$ cat src/rtl/serial_tx.sv
// serial_tx: parallel-to-serial frame transmitter.
// Each frame is a 0 start bit, DATA_W data bits LSB first and a 1 stop bit.
// Every bit lasts CLKS_PER_BIT clocks. Q, QB and done come straight from flops.
module serial_tx #(
  parameter int DATA_W       = 8,
  parameter int CLKS_PER_BIT = 4
) (
  input  logic              clk,
  input  logic              rst,
  input  logic [DATA_W-1:0] data,
  input  logic              load,
  output logic              ready,
  output logic              Q,
  output logic              QB,
  output logic              done
);

  localparam int CNT_W = (CLKS_PER_BIT > 1) ? $clog2(CLKS_PER_BIT) : 1;
  localparam int BIT_W = (DATA_W > 1) ? $clog2(DATA_W) : 1;
  localparam logic [CNT_W-1:0] CNT_LAST = CNT_W'(CLKS_PER_BIT - 1);
  localparam logic [BIT_W-1:0] BIT_LAST = BIT_W'(DATA_W - 1);

  typedef enum logic [1:0] {IDLE, START, DATA, STOP} state_t;

  state_t             state_q, state_d;
  logic [CNT_W-1:0]   cnt_q, cnt_d;
  logic [BIT_W-1:0]   bit_q, bit_d;
  logic [DATA_W-1:0]  shift_q, shift_d;
  logic               q_q, q_d;
  logic               done_q, done_d;

  logic bit_end;
  logic last_bit;
  logic accept;

  assign bit_end  = (cnt_q == CNT_LAST);
  assign last_bit = (bit_q == BIT_LAST);
  assign accept   = load && (state_q == IDLE);

  // State and datapath registers; reset aborts any frame and forces the idle line.
  always_ff @(posedge clk) begin
    if (rst) begin
      state_q <= IDLE;
      cnt_q   <= '0;
      bit_q   <= '0;
      shift_q <= '0;
      q_q     <= 1'b1;
      done_q  <= 1'b0;
    end else begin
      state_q <= state_d;
      cnt_q   <= cnt_d;
      bit_q   <= bit_d;
      shift_q <= shift_d;
      q_q     <= q_d;
      done_q  <= done_d;
    end
  end

  // Next-state logic: each non-idle state advances at the end of its bit period.
  always_comb begin
    state_d = state_q;
    case (state_q)
      IDLE:    if (accept) state_d = START;
      START:   if (bit_end) state_d = DATA;
      DATA:    if (bit_end && last_bit) state_d = STOP;
      STOP:    if (bit_end) state_d = IDLE;
      default: state_d = IDLE;
    endcase
  end

  // Datapath and registered outputs: the line value for the next bit is loaded
  // on the same edge that begins that bit, so Q needs no output decoding.
  always_comb begin
    cnt_d   = cnt_q;
    bit_d   = bit_q;
    shift_d = shift_q;
    q_d     = q_q;
    done_d  = 1'b0;
    case (state_q)
      IDLE: begin
        cnt_d = '0;
        bit_d = '0;
        q_d   = 1'b1;
        if (accept) begin
          shift_d = data;
          q_d     = 1'b0;
        end
      end
      START: begin
        cnt_d = bit_end ? '0 : cnt_q + CNT_W'(1);
        if (bit_end) begin
          bit_d = '0;
          q_d   = shift_q[0];
        end
      end
      DATA: begin
        cnt_d = bit_end ? '0 : cnt_q + CNT_W'(1);
        if (bit_end) begin
          if (last_bit) begin
            q_d = 1'b1;
          end else begin
            bit_d   = bit_q + BIT_W'(1);
            shift_d = shift_q >> 1;
            q_d     = shift_d[0];
          end
        end
      end
      STOP: begin
        cnt_d = bit_end ? '0 : cnt_q + CNT_W'(1);
        q_d   = 1'b1;
        if (bit_end) done_d = 1'b1;
      end
      default: begin
        cnt_d = '0;
        bit_d = '0;
        q_d   = 1'b1;
      end
    endcase
  end

  assign ready = (state_q == IDLE);
  assign Q     = q_q;
  assign QB    = ~q_q;
  assign done  = done_q;

endmodule

$ cat config.mk
export PLATFORM = sky130hd
export DESIGN_NAME = serial_tx
export DESIGN_NICKNAME = d
export VERILOG_FILES = /design/src/rtl/serial_tx.sv
export SDC_FILE = /design/constraint.sdc
export NUM_CORES = 1
export LEC_CHECK = 0
export CAP_MARGIN = 25
export CORE_ASPECT_RATIO = 1.25
export CORE_MARGIN = 4
export CORE_UTILIZATION = 30
export CTS_CLUSTER_SIZE = 30
export DETAILED_ROUTE_END_ITERATION = 8
export PLACE_DENSITY = 0.51
export SETUP_SLACK_MARGIN = 0.1
export SYNTH_ARGS = -nofsm -noshare
export SYNTH_HDL_FRONTEND = slang
export SYNTH_SLANG_ARGS = --single-unit
$ cat constraint.sdc
create_clock -name clk -period 3.2 [get_ports clk]
set_clock_uncertainty 0.15 [all_clocks]
set_input_delay 0.48 -clock clk [delete_from_list [all_inputs] [get_ports clk]]
set_output_delay 0.48 -clock clk [all_outputs]
set_load 0.01 [all_outputs]
==> results.tsv <==
stage	metric	value	unit
outcome	status	finished, final reports clean	
synth	FF+latch count, synth	17	
sta	setup TNS	0	ns
min_path	HP Class	reg2reg	
setup_path	CP Class	reg2reg	
setup_path	CP peak stage delay	0.68	ns
power	Cell Pwr Density	869	nW/um^2
route	Iteration-0 DRC Markers	11	
clocking	H-tree depth	1	
grt	vias in the first global route	597	
synth	Synth Warn #	0	
min_path	hold_sp	cnt_q[0]	
synth	Post-Syn Area	887	sq um
clocking	CTS tree	done	
sta	post-route setup slack	0.733	ns
cells_and_area	fill cell count	297	
route	vias after detailed routing	672	
clocking	Num CTS Buffers	3	
setup_path	Worst R2R Setup Slack	0.73	ns
sta	Slew headroom	47.3	%
sta	Worst Max-Slew Pin Slew	0.790	ns
clocking	Reg clk slew, reported paths	0.11	ns
power	Flop pwr share	34.3	%
grt	largest net degree at the start of global routing	19	
power	leakage power	0.405	nW
clocking	CTS Buffer Depth	2	
floorplan	Starting Density	32.2	%
setup_path	Worst Setup End Kind	flip-flop	
power	switching pwr	0.368	mW
route	DR pass1 iterations	4	
cells_and_area	most frequent cells in the layout	dfxtp_1 (17), clkdlybuf4s50_1 (14), nor2_1 (10), mux2i_1 (8), ha_1 (8)	
grt	grt ovf	0	
cells_and_area	area grow syn2layout	19.7	%
power	overall power	0.924	mW
route	drt total wl	1600	um
job	Max Cap Violations	0	
synth	distinct cell type count after synthesis	27	
clocking	post-CTS sizing	0	
setup_path	cells on worst reg2reg path	6	
floorplan	IO Count	15	
synth	Post-Syn Nets	109	
clocking	root buffer cell	clkbuf_4	
route	routed len/inst	11.7	um
clocking	Clock Sinks	17	
setup_path	Crit path required time	3.26	ns
min_path	hold depth	1	
placement	IO buf count	14	
setup_path	CP cell instances	inv_1 > ha_1 > nor2_1 > a211oi_4 > nor2_1 > a211oi_2	
sta	fin crit share	77.1	%
synth	register area share after synthesis	38.4	%
synth	async set-reset flop share out of synthesis	0	%
power	Int Pwr	0.555	mW
floorplan	Die Ht	68.8	um
setup_path	CP Data Arrival Time	2.53	ns
floorplan	Placeable Area	2760	sq um
setup_path	Setup crit start kind	flip-flop	
clocking	Post-CTS Setup Bufs	0	
power	switching part of the total	39.9	%
cells_and_area	Final #Nets	123	
power	VDD IR max	0.000504	V
synth	ys flop type	dfxtp_1	
cells_and_area	commonest non-fill, non-tap cell in the layout	dfxtp_1	
setup_path	CP most frequent cell	nor2_1	
floorplan	# rows	21	
route	ANT nets after route	0	
cells_and_area	diode count	0	
synth	Syn Inst Count	90	
cells_and_area	layout cells sized above 1	7.77	%
grt	first-pass GRT wire length	2640	um
clocking	Clock Latency Late Sink	0.29	ns
grt	initial antenna violation count	0	
route	via/cell ratio	4.91	
sta	Max Clock Freq	405	MHz
setup_path	RR Startpoint	state_q[0]	
placement	Placer Congestion	0.713	
setup_path	slowest stage cell on the critical path	ha_1	
floorplan	die span in x	56.6	um
placement	DP Wirelength	1180	um
sta	Period minus WS final	2.47	ns
placement	pre-CTS setup slack	0.702	ns
min_path	WHS Endpoint	cnt_q[0]	
floorplan	die area	3900	sq um
power	Clk network pwr share	12.7	%
setup_path	reg2reg end	shift_q[0]	
sta	Slew Viols, Final	0	
synth	Syn Area/Cell	9.86	sq um
synth	Post-synth EDFFs	0	
power	combinational power share	53.0	%
sta	final setup violation count	0	
clocking	hold buffer count at CTS	0	
sta	RSZ-0062 raised after global routing	false	
route	post-route DRC violation count	0	
grt	overall global routing resource usage	8.72	%
sta	Fin. Hold Viols	0	
setup_path	Max FO, Critical Path	18	
## logic make-up (layout without fill, tap and decap cells)
family / after synthesis / in the layout / share of synthesized area (%)
simple gates: 27 / 27 / 16.6
compound gates: 22 / 22 / 19.5
flops: 17 / 17 / 38.4
fa+ha+maj: 8 / 8 / 11.3
mux: 8 / 8 / 9.03
buf+inv: 8 / 21 / 5.22
## area by class of cell
class                           instances  area (sq um)  share of cell area (%)
Inverter                                3          11.3                    1.06
Multi-Input combinational cell         65           500                    47.1
Sequential cell                        17           340                    32.0
Clock inverter                          1          5.00                   0.471
Tap cell                               34          42.5                    4.00
Clock buffer                            3          22.5                    2.12
Timing Repair Buffer                   14           140                    13.2
## sequential cells by signal, indices dropped and copies added (netlist names)
register  flops
done          1
cnt_q         2
Q             1
bit_q         3
shift_q       8
state_q       2
## how the worst max path moves through the flow
stage / from / to / depth (start not counted)
final: state_q[0] / shift_q[0] / 6
after global placement: state_q[0] / shift_q[6] / 6
after floorplan: state_q[0] / state_q[0] / 6
after detailed placement: state_q[0] / shift_q[6] / 6
after CTS: state_q[0] / shift_q[6] / 6
after global routing: state_q[0] / shift_q[4] / 6
## synth_stat cells (all sizes together) (2+ instances only)
cell type  instances  area [sq um]
a21oi              4          20.0
buf                3          27.5
inv                3          11.3
dfxtp             17           340
mux2i              8          80.1
nor2b              4          25.0
o21ai              4          20.0
nand2b             2          12.5
nand2              3          11.3
nor2              10          37.5
ha                 8           100
clkbuf             2          7.51
a211oi            10          97.6
or3                2          12.5
## metal layers
metal	share of wire (%)	global-route usage, %	wire length [um]	vias to the layer above
li1	-	-	-	354
met1	46	9.81	737	305
met2	48	15.8	771	11
met3	4.6	2.23	73	2
met4	0.88	3.56	14	0
met5	0	0	0	-
## critical path: cells and delay by family, from the launching register on
kind	cells	cell delay, ns
compound gates	2	0.80
fa+ha+maj	1	0.68
buf+inv	1	0.11
flops	1	0.35
simple gates	2	0.29
## per-stage QoR
step                      hold WS [ns]  cell area, sq um  utilization (%)  cells
after floorplan                  0.258               887                -     90
after global placement           0.267              1030             37.5    133
after detailed placement         0.279              1030             37.5    133
after CTS                        0.299              1060             38.5    137
after global routing             0.317              1060             38.5    137
final                            0.296              1060             38.5    137
## power by group through the flow
stage          clock (mW)  combinational (mW)  sequential [mW]
6_report            0.117               0.490            0.317
3_5_place_dp            0               0.496            0.324
3_3_place_gp            0               0.489            0.320
4_1_cts             0.125               0.498            0.319
5_1_grt             0.129               0.551            0.327
2_1_floorplan           0               0.417            0.315
Power figures use the tool's default switching activity.
